==> config.mk <==
export PLATFORM = sky130hd
export DESIGN_NAME = conv3x3_engine
export DESIGN_NICKNAME = d
export VERILOG_FILES = /design/src/rtl/vision_pkg.sv /design/src/rtl/vision_round_sat.sv /design/src/rtl/conv3x3_engine.sv
export SDC_FILE = /design/constraint.sdc
export NUM_CORES = 2
export LEC_CHECK = 0
export ABC_AREA = 0
export CAP_MARGIN = 40
export CORE_MARGIN = 2
export CORE_UTILIZATION = 58
export DETAILED_ROUTE_END_ITERATION = 10
export PLACE_DENSITY_LB_ADDON = 0.25
export RECOVER_POWER = 100
export SYNTH_ARGS = -nofsm -noshare
export SYNTH_HDL_FRONTEND = slang
export SYNTH_SLANG_ARGS = --single-unit
==> constraint.sdc <==
create_clock -name clk -period 9.9 [get_ports clk]
set_clock_uncertainty 0.2 [all_clocks]
set_input_delay 1.98 -clock clk [delete_from_list [all_inputs] [get_ports clk]]
set_output_delay 1.98 -clock clk [all_outputs]
set_load 0.05 [all_outputs]
==> src/rtl/vision_pkg.sv <==
// Shared vision-pipeline types, constants and width helpers.
// Latency: n/a (declarations only).
// Backpressure: n/a.
package vision_pkg;

    localparam int KERNEL_SIZE    = 3;
    localparam int KERNEL_TAPS    = KERNEL_SIZE * KERNEL_SIZE;
    localparam int COEF_WIDTH_DEF = 8;

    // Flat kernel storage, index = row*KERNEL_SIZE + col.
    typedef logic signed [COEF_WIDTH_DEF-1:0] coef_arr_t [KERNEL_TAPS];

    // Pass-through kernel: only the centre tap is 1.
    localparam coef_arr_t KERNEL_IDENTITY = '{
        8'sd0, 8'sd0, 8'sd0,
        8'sd0, 8'sd1, 8'sd0,
        8'sd0, 8'sd0, 8'sd0
    };

    // Product width (pixel zero-extended to signed times coef) plus 4 guard
    // bits, enough headroom for the sum of 9 taps.
    function automatic int acc_width(input int data_w, input int coef_w);
        return data_w + coef_w + 1 + 4;
    endfunction

endpackage

==> src/rtl/vision_round_sat.sv <==
// Signed accumulator -> unsigned pixel: optional round, arithmetic shift, abs/clamp-to-zero, saturate.
// Latency: 0 (purely combinational).
// Backpressure: none; output follows input.
module vision_round_sat #(
    parameter int ACC_W       = 21,
    parameter int OUT_W       = 8,
    parameter bit PRE_ROUNDED = 1'b0
) (
    input  logic signed [ACC_W-1:0] acc,
    input  logic        [3:0]       shift,
    input  logic                    abs_en,
    output logic        [OUT_W-1:0] result
);

    localparam logic signed [ACC_W-1:0] SAT_MAX = ACC_W'((1 << OUT_W) - 1);

    logic signed [ACC_W-1:0] rounded;
    logic signed [ACC_W-1:0] shifted;
    logic signed [ACC_W-1:0] mag;

    // Round half-up (unless the caller already folded the term in), shift, rectify, clamp.
    always_comb begin
        rounded = acc;
        if (!PRE_ROUNDED && shift != 4'd0) begin
            rounded = acc + (ACC_W'(1) << (shift - 4'd1));
        end
        shifted = rounded >>> shift;
        if (shifted < 0) begin
            mag = abs_en ? -shifted : '0;
        end else begin
            mag = shifted;
        end
        if (mag > SAT_MAX) begin
            result = '1;
        end else begin
            result = mag[OUT_W-1:0];
        end
    end

endmodule

==> src/rtl/conv3x3_engine.sv <==
// 3x3 signed-kernel convolution with double-buffered coefficients and frame/row position flags.
// Latency: 4 cycles from window_valid to out_valid.
// Backpressure: none; the pipeline never stalls, frame_start/rst flush in-flight results.
module conv3x3_engine
    import vision_pkg::*;
#(
    parameter int DATA_WIDTH = 8,
    parameter int COEF_WIDTH = 8,
    parameter int LATENCY    = 4
) (
    input  logic                                                   clk,
    input  logic                                                   rst,
    input  logic                                                   window_valid,
    input  logic [KERNEL_SIZE-1:0][KERNEL_SIZE-1:0][DATA_WIDTH-1:0] window_data,
    input  logic                                                   frame_start,
    input  logic [15:0]                                            img_width,
    input  logic                                                   coef_we,
    input  logic [3:0]                                             coef_addr,
    input  logic signed [COEF_WIDTH-1:0]                           coef_data,
    input  logic [3:0]                                             shift_cfg,
    input  logic                                                   abs_en,
    output logic                                                   out_valid,
    output logic [DATA_WIDTH-1:0]                                  out_data,
    output logic                                                   out_sof,
    output logic                                                   out_eol
);

    localparam int PROD_W = DATA_WIDTH + COEF_WIDTH + 1;
    localparam int ACC_W  = acc_width(DATA_WIDTH, COEF_WIDTH);

    if (LATENCY != 4) begin : g_bad_latency
        $error("conv3x3_engine: pipeline depth is fixed at 4");
    end

    logic signed [COEF_WIDTH-1:0] shd_coef [KERNEL_TAPS];
    logic signed [COEF_WIDTH-1:0] act_coef [KERNEL_TAPS];
    logic [3:0]                   shd_shift, act_shift;
    logic                         shd_abs, act_abs;

    logic                         v1, v2, v3;
    logic signed [PROD_W-1:0]     prod [KERNEL_TAPS];
    logic signed [ACC_W-1:0]      rsum [KERNEL_SIZE];
    logic signed [ACC_W-1:0]      total;
    logic signed [ACC_W-1:0]      rnd;
    logic [DATA_WIDTH-1:0]        sat_val;

    logic [15:0]                  col;
    logic [15:0]                  wlim;
    logic                         sof_done;

    // Shadow bank takes writes any time; active bank swaps in on frame_start (pre-write shadow value).
    always_ff @(posedge clk) begin
        if (rst) begin
            for (int i = 0; i < KERNEL_TAPS; i++) begin
                shd_coef[i] <= COEF_WIDTH'(KERNEL_IDENTITY[i]);
                act_coef[i] <= COEF_WIDTH'(KERNEL_IDENTITY[i]);
            end
            shd_shift <= '0;
            act_shift <= '0;
            shd_abs   <= 1'b0;
            act_abs   <= 1'b0;
        end else begin
            shd_shift <= shift_cfg;
            shd_abs   <= abs_en;
            if (coef_we && coef_addr < 4'(KERNEL_TAPS)) begin
                shd_coef[coef_addr] <= coef_data;
            end
            if (frame_start) begin
                act_coef  <= shd_coef;
                act_shift <= shd_shift;
                act_abs   <= shd_abs;
            end
        end
    end

    // Stage valid chain; a new frame or reset discards everything in flight.
    always_ff @(posedge clk) begin
        if (rst || frame_start) begin
            v1        <= 1'b0;
            v2        <= 1'b0;
            v3        <= 1'b0;
            out_valid <= 1'b0;
        end else begin
            v1        <= window_valid;
            v2        <= v1;
            v3        <= v2;
            out_valid <= v3;
        end
    end

    // Stage 1: nine pixel*coef products; pixels are unsigned so prepend a zero sign bit.
    always_ff @(posedge clk) begin
        if (window_valid && !frame_start) begin
            for (int r = 0; r < KERNEL_SIZE; r++) begin
                for (int c = 0; c < KERNEL_SIZE; c++) begin
                    prod[r*KERNEL_SIZE+c] <= PROD_W'($signed({1'b0, window_data[r][c]}))
                                           * PROD_W'(act_coef[r*KERNEL_SIZE+c]);
                end
            end
        end
    end

    // Stage 2: per-row sums.
    always_ff @(posedge clk) begin
        if (v1) begin
            for (int r = 0; r < KERNEL_SIZE; r++) begin
                rsum[r] <= ACC_W'(prod[r*KERNEL_SIZE])
                         + ACC_W'(prod[r*KERNEL_SIZE+1])
                         + ACC_W'(prod[r*KERNEL_SIZE+2]);
            end
        end
    end

    // Half-LSB rounding term for the coming right shift; nothing to round when shift is 0.
    always_comb begin
        rnd = '0;
        if (act_shift != 4'd0) begin
            rnd = ACC_W'(1) << (act_shift - 4'd1);
        end
    end

    // Stage 3: kernel total with the rounding term folded in.
    always_ff @(posedge clk) begin
        if (v2) begin
            total <= rsum[0] + rsum[1] + rsum[2] + rnd;
        end
    end

    vision_round_sat #(
        .ACC_W       (ACC_W),
        .OUT_W       (DATA_WIDTH),
        .PRE_ROUNDED (1'b1)
    ) u_round_sat (
        .acc    (total),
        .shift  (act_shift),
        .abs_en (act_abs),
        .result (sat_val)
    );

    // Stage 4: register the saturated pixel; hold it between valid results.
    always_ff @(posedge clk) begin
        if (rst) begin
            out_data <= '0;
        end else if (v3) begin
            out_data <= sat_val;
        end
    end

    // Column counter and first-of-frame tracking; width 0 behaves as width 1.
    always_ff @(posedge clk) begin
        if (rst) begin
            col      <= '0;
            wlim     <= '0;
            sof_done <= 1'b0;
            out_sof  <= 1'b0;
            out_eol  <= 1'b0;
        end else if (frame_start) begin
            col      <= '0;
            wlim     <= (img_width == 16'd0) ? 16'd0 : img_width - 16'd1;
            sof_done <= 1'b0;
            out_sof  <= 1'b0;
            out_eol  <= 1'b0;
        end else if (v3) begin
            out_sof  <= ~sof_done;
            sof_done <= 1'b1;
            out_eol  <= (col == wlim);
            col      <= (col == wlim) ? 16'd0 : col + 16'd1;
        end else begin
            out_sof  <= 1'b0;
            out_eol  <= 1'b0;
        end
    end

endmodule

==> impl_metrics.json <==
{
  "track_usage_pct": 25.36,
  "postSynthAreaPerCell_um2": 9.899,
  "critPathTopFamily": "buffers and inverters",
  "crit_start": "rst",
  "cts_sinks": 432,
  "yosys_warnings": 0,
  "dp_hpwl_um": 69140,
  "grt_pass1_wl_um": 144800,
  "ys.flop_type": "edfxtp_1",
  "end_kind": "register",
  "clk_latency_ns": 0.60,
  "drt_wl_total_um": 87860,
  "drc_errors": 0,
  "fin_crit_ns": 7.626,
  "p_int_uw": 3388,
  "reg2reg_depth": 18,
  "ys_async_sr_fraction_pct": 0,
  "clockBufferDepth": 3,
  "tightest_slew_ns": 4.628,
  "core_area_um2": 68830,
  "syn_inst": 4089,
  "p_sw_share_pct": 26.53,
  "viasPerCell": 5.411,
  "io_pins": 121,
  "overflow": 0,
  "timing.rr.start": "act_shift[0]",
  "nets": 5208,
  "path_max_fanout": 97,
  "switchingPower_uw": 1223,
  "critical_path_buf_inv_count": 2,
  "grt_pass1_vias": 28438,
  "die_h_um": 268.2,
  "max_freq_mhz": 131.1,
  "hold_class": "register to register",
  "failed_checks": "max-capacitance violations, max-slew violations",
  "cp.depth": 3,
  "worstSetupPathType": "input pin to register",
  "cpPeakStageDelay_ns": 3.15,
  "ys_types": 78,
  "clk_pin_slew_worst_paths_ns": 0.06,
  "critical_path.cell_chain": "clkbuf_1 -> clkbuf_1 -> nor2_1",
  "p_per_area_nw_per_um2": 103.7,
  "fin_ws_ns": 2.274,
  "finalHoldViolations": 0,
  "setup-tns-final_ns": 0,
  "drive_gt1_share_pct": 3.764,
  "synth_area_um2": 40480,
  "cp-start-kind": "input pin",
  "post-place-ws_ns": 2.541,
  "slew_violations": 467,
  "cts_made_buffers": 49,
  "ys_seq_area_share_pct": 27.08,
  "ys_ff_latch": 432,
  "min_period_over_period_pct": 77.03,
  "routedWlPerCell_um": 16.96,
  "holdBufCountCts": 0,
  "first_iter_violations": 1797,
  "setup_violations": 0,
  "vias": 28038,
  "irDropWorstVdd_v": 0.0001269,
  "dieArea_um2": 71910,
  "portBuffers": 120,
  "n_antenna_cell": 0,
  "ant_nets": 0,
  "min_delay_path_depth": 1,
  "clkPwrFrac_pct": 40.8,
  "pwr-share-comb_pct": 15.8,
  "post_cts_resized": 0,
  "path_common_cell": "clkbuf_1",
  "tritoncts": "built",
  "final_common_cell": "inv_1",
  "status": "finished with violations",
  "crit_required_ns": 10.04,
  "clockRootBuffer": "clkbuf_16",
  "final_cell_mix": "698 x inv_1, 466 x ha_1, 422 x fa_1",
  "hp-start": "sof_done",
  "antenna_found_initial": 3,
  "grt_max_degree": 98,
  "dr.pass1.iters": 7,
  "die_w_um": 268.2,
  "synth_edf_count": 231,
  "cts_setup_buffers": 0,
  "gp_congestion": 0.9102,
  "rsz0062_at_grt": "false",
  "syn_nets": 5087,
  "maxSlewHeadroom_pct": -208.5,
  "start_util_pct": 58.81,
  "row_count": 96,
  "syn_to_final_growth_pct": 9.830,
  "cap_violations": 9,
  "crit_arrival_ns": 7.77,
  "seqPwrFrac_pct": 43.5,
  "static-leakage-power_uw": 0.02109,
  "slowest_stage": "clkbuf_1",
  "htree_levels": 2
}
## state kept, by name, indices dropped and copies added, names as in the netlist, 4 cells and up
| signal | flops |
|---|---|
| shd_shift | 4 |
| act_shift | 4 |
| shd_coef | 72 |
| rsum | 57 |
| col | 16 |
| total | 21 |
| act_coef | 72 |
| out_data | 8 |
| prod | 153 |
| wlim | 16 |
## cell usage after synthesis (all sizes together) (7+ instances only)
cell | instances | area, µm²
inv | 698 | 2620
edfxtp | 231 | 6937
a21o | 28 | 210.2
a21oi | 99 | 495.5
nor4 | 8 | 56.30
nand4 | 12 | 75.07
nand3 | 37 | 190.2
or3 | 17 | 106.4
o21a | 9 | 67.56
ha | 466 | 5831
a31oi | 8 | 50.05
xor2 | 33 | 289.0
xnor2 | 156 | 1366
a21boi | 26 | 198.9
nor3 | 48 | 240.2
or2 | 8 | 50.05
mux4 | 19 | 427.9
o21bai | 8 | 60.06
a211oi | 16 | 120.1
o21ai | 113 | 565.5
mux2 | 15 | 176.4
nor2 | 342 | 1286
nor2b | 42 | 262.8
mux2i | 166 | 1662
nand2 | 315 | 1182
o41ai | 7 | 80.08
and3 | 7 | 43.79
buf | 18 | 106.3
dfxtp | 201 | 4024
fa | 422 | 8448
clkbuf | 66 | 247.7
nand2b | 56 | 350.3
and2 | 308 | 1927
a221oi | 7 | 67.56
## through the flow
step | cells | hold WS, ns | utilization [%] | power, µW | instance area [µm²]
2_1_floorplan | 4089 | 0.1925 | - | 2529 | 40480
3_3_place_gp | 5078 | 0.2004 | 62.00 | 2743 | 42670
3_5_place_dp | 5090 | 0.2124 | 62.36 | 2765 | 42920
4_1_cts | 5182 | 0.2206 | 64.79 | 4654 | 44590
5_1_grt | 5182 | 0.2369 | 64.59 | 4802 | 44450
6_report | 5182 | 0.2178 | 64.59 | 4612 | 44450
## cell type report
cell class	count	area, µm²
sequential	432	10960
clock buffer	59	1348
timing repair buffer	154	1508
multi-input combinational	2873	26520
clock inverter	33	324.1
tap	931	1165
fill	5490	24370
inverter	700	2628
## power by group through the flow
stage               Sequential (µW)  Clock (µW)  Combinational, µW
finish                         2000        1880                726
global route                   2010        1980                811
CTS                            2000        1920                734
detailed placement             2040           0                726
global placement               2040           0                704
floorplan                      2030           0                495
## logic make-up (layout without fill, tap and decap cells)
kind of cell    after synthesis  after routing  synth area share (%)
compound gates              377            377                 5.957
xor+xnor                    189            189                 4.090
fa+ha+maj                   888            888                 35.28
buf+inv                     784            946                 7.367
flops                       432            432                 27.08
mux                         200            200                 5.598
other cells                   1              1              0.009265
simple gates               1218           1218                 14.62
## layer usage
metal	wire length, µm	vias to the layer above	track usage [%]	part of all wire [%]
met5	15	-	0	0.017
met2	41660	699	42.20	47
li1	-	13498	-	-
met1	38690	13693	34.74	44
met3	5081	146	3.482	5.8
met4	2422	2	7.353	2.8
## path summary, 6_finish.rpt
kind                                      to  slack (ns)
worst max-delay path            act_coef[69]        2.27
worst min-delay path                 out_sof        0.22
worst max register to register     total[19]        2.44
worst min register to register       out_sof        0.22
## worst reg2reg max path: cells and delay by family, from the launching register on
| kind | cells | cell delay, ns |
|---|---|---|
| xor gates and xnor gates | 1 | 0.16 |
| DFF | 1 | 0.30 |
| adders and majority gates | 4 | 1.57 |
| and+or+nand+nor | 1 | 0.27 |
| AOI/OAI and AO/OA | 9 | 2.23 |
| buffers and inverters | 3 | 2.47 |
No activity file was read; power rests on OpenSTA's default activity.
==> RTL edit, RTL diff (config.mk and constraints unchanged) <==
Add an input register stage for `shift_cfg`, without a reset; this delays it by one clock. The other inputs are not delayed to match.
--- a/src/rtl/conv3x3_engine.sv
+++ b/src/rtl/conv3x3_engine.sv
@@ -27,6 +27,12 @@
 
     localparam int PROD_W = DATA_WIDTH + COEF_WIDTH + 1;
     localparam int ACC_W  = acc_width(DATA_WIDTH, COEF_WIDTH);
+
+    logic [3:0] shift_cfg_q;
+
+    always_ff @(posedge clk) begin
+        shift_cfg_q <= shift_cfg;
+    end
 
     if (LATENCY != 4) begin : g_bad_latency
         $error("conv3x3_engine: pipeline depth is fixed at 4");
@@ -60,7 +66,7 @@
             shd_abs   <= 1'b0;
             act_abs   <= 1'b0;
         end else begin
-            shd_shift <= shift_cfg;
+            shd_shift <= shift_cfg_q;
             shd_abs   <= abs_en;
             if (coef_we && coef_addr < 4'(KERNEL_TAPS)) begin
                 shd_coef[coef_addr] <= coef_data;
Function: changed (a bounded check fails within 10 cycles, from zero or initial values and one cycle with rst high).
==> RTL edit against the unedited design <==
The flow still finishes with violations (max-capacitance violations, max-slew violations); critical path depth did not move; register-to-register slack improved by 650 ps; design area is 0.52% higher; largest cell class unchanged; worst hold slack improved by 13 ps; die area up 0.38%; power up 2.0%; sequential cell count up 4; routed wire length barely moved; synthesized area increased by 0.38%; worst setup slack better by 550 ps; non-clock buffer count shrank 2; core utilization is 0.45 points lower; combinational power rose by 2%.
==> RTL edit: results (changes against the unedited design) <==
stage	metric	value	unit	change
status	run_status	finished, violations left		
status	failed_checks	max-capacitance violations, max-slew violations		
placed_design	place.gp.congestion	0.905		-0.62%
finish	layout_cells_sized_above_1	3.83	%	+0.071 points
synthesis	ys.warnings.count	0		unchanged
clock_tree	cts.path.max_buffers	3		unchanged
worst_hold_path	hold_path_startpoint	sof_done$_SDFFE_PP0P_		
global_routing	grt_usage	25.4	%	about the same
synthesis	synth_mux_area_share	5.27	%	-0.33 points
worst_setup_path	critical_path_fanouts_max	65		-33%
global_routing	met3_usage	3.05	%	-0.43 points
global_routing	grt_pass1_vias	28500		+0.16%
global_routing	initial_antenna_violation_count	2		-1
clock_tree	h-tree-depth	2		unchanged
power	static-leakage-power	21.2	nW	+0.50%
worst_hold_path	hold-path-endpoint	out_sof$_SDFF_PP0_		
clock_tree	tritoncts.num_buffers	50		+2.0%
global_routing	grt.met2_usage	42.2	%	about the same
synthesis	synth.distinct_cells	79		+1.3%
clock_tree	cts_setup_buffers	0		unchanged
synthesis	synth_sequential_area_ratio	27.2	%	+0.095 points
detailed_routing	detailedRoute.firstIterationViolations	1744		-2.9%
job	maxCapViolCount	6		-3
worst_setup_path	crit_path_max_incr_delay	2580	ps	-570 ps
worst_setup_path	slowest_stage	sky130_fd_sc_hd__clkbuf_1		
placed_design	port-buffer-count	120		unchanged
global_routing	routing_usage_on_met1	35.4	%	+0.68 points
power	ir_drop	129	µV	+1.8%
synthesis	synth-edff-count	231		unchanged
global_routing	grt_pass1_wl	146000	µm	+0.87%
finish	layout.nets	5233		+0.48%
synthesis	yosys.area_share.xor_xnor	3.97	%	-0.12 points
synthesis	post_synth_main_area_contributors	sky130_fd_sc_hd__fa_1, sky130_fd_sc_hd__edfxtp_1, sky130_fd_sc_hd__ha_1		
sta	max_slew_margin	-231	%	-23 points
finish	top_regs	prod x153, act_coef x72, shd_coef x72		
finish	filler_cell_count	5684		+3.5%
placed_design	place_hpwl	68400	µm	-1.0%
synthesis	syn_nets	5112		+0.49%
synthesis	synth_compound_area_share	6.18	%	+0.23 points
global_routing	grt_start_max_net_pins	95		-3.1%
synthesis	synthAdderAreaFrac	35.1	%	-0.13 points
worst_setup_path	reg2reg_slack	3090	ps	+650 ps
worst_setup_path	reg2reg_to	total[19]$_DFFE_PP_		
synthesis	netlist_top_cells_count	sky130_fd_sc_hd__inv_1, sky130_fd_sc_hd__ha_1, sky130_fd_sc_hd__fa_1		
detailed_routing	postRouteWirelength	87900	µm	about the same
sta	report.final.slew_viol_count	343		-27%
detailed_routing	first_pass_iters	5		-2
detailed_routing	avgViaCountPerCell	5.42		about the same
RTL edit: changes by cell type after synthesis, moves of 8 or more:
cell and delta:
sky130_fd_sc_hd__o21ai_0 +9, sky130_fd_sc_hd__o211ai_1 +8, sky130_fd_sc_hd__inv_1 +11, sky130_fd_sc_hd__and3_1 +10, sky130_fd_sc_hd__a211oi_1 -11
RTL edit: routing by layer:
| metal | part of all wire [%] | wire length, µm |
|---|---|---|
| met5 | 0.015 | 13 |
| met2 | 48 | 42200 |
| met1 | 45 | 39500 |
| met3 | 4.6 | 4010 |
| met4 | 2.5 | 2200 |
RTL edit: power breakdown:
part	internal [mW]	switching, mW
registers	1.99	0.0343
clock network	1.15	0.793
logic	0.312	0.425
total	3.45	1.25
RTL edit: through the flow:
stage,instances,hold WS (ps),power [mW],setup WS [ps],instance area [µm²]
after floorplan,4114,202,2.56,134,40600
after global placement,5114,212,2.77,2670,42900
after detailed placement,5123,222,2.79,2550,43000
after CTS,5217,234,4.75,3120,44700
after global routing,5218,240,4.91,2280,44700
final,5218,231,4.70,2820,44700
RTL edit: worst max-delay path by stage:
stage | startpoint | endpoint
2_1_floorplan | frame_start | prod[0][0]$_DFFE_PP_
4_1_cts | window_data[5] | prod[0][14]$_DFFE_PP_
3_5_place_dp | window_data[5] | prod[0][14]$_DFFE_PP_
5_1_grt | window_valid | prod[0][87]$_DFFE_PP_
6_report | window_valid | prod[0][86]$_DFFE_PP_
3_3_place_gp | window_data[69] | prod[0][152]$_DFFE_PP_
RTL edit: kinds of logic (layout without fill, tap and decap cells):
kind of cell               after synthesis  after routing
AOI/OAI and AO/OA                      389            389
xor gates and xnor gates               184            184
adders and majority gates              888            888
buffers and inverters                  792            955
DFF                                    436            436
muxes                                  193            193
other                                    1              2
and+or+nand+nor                       1231           1231
RTL edit: layout make-up:
| type | count | area [µm²] | area share, % |
|---|---|---|---|
| clock buffer | 64 | 1460 | 3.26 |
| timing repair buffer | 152 | 1450 | 3.25 |
| sequential | 436 | 11000 | 24.7 |
| inverter | 709 | 2660 | 5.96 |
| multi-input combinational | 2886 | 26600 | 59.5 |
| clock inverter | 30 | 297 | 0.664 |
| tap | 940 | 1180 | 2.63 |
| antenna | 1 | 2.50 | 0.00560 |
RTL edit: worst max-delay path, delay by kind of cell:
kind                   cells  cell delay (ps)
AND/OR/NAND/NOR            1             1840
buffers and inverters      2             3110
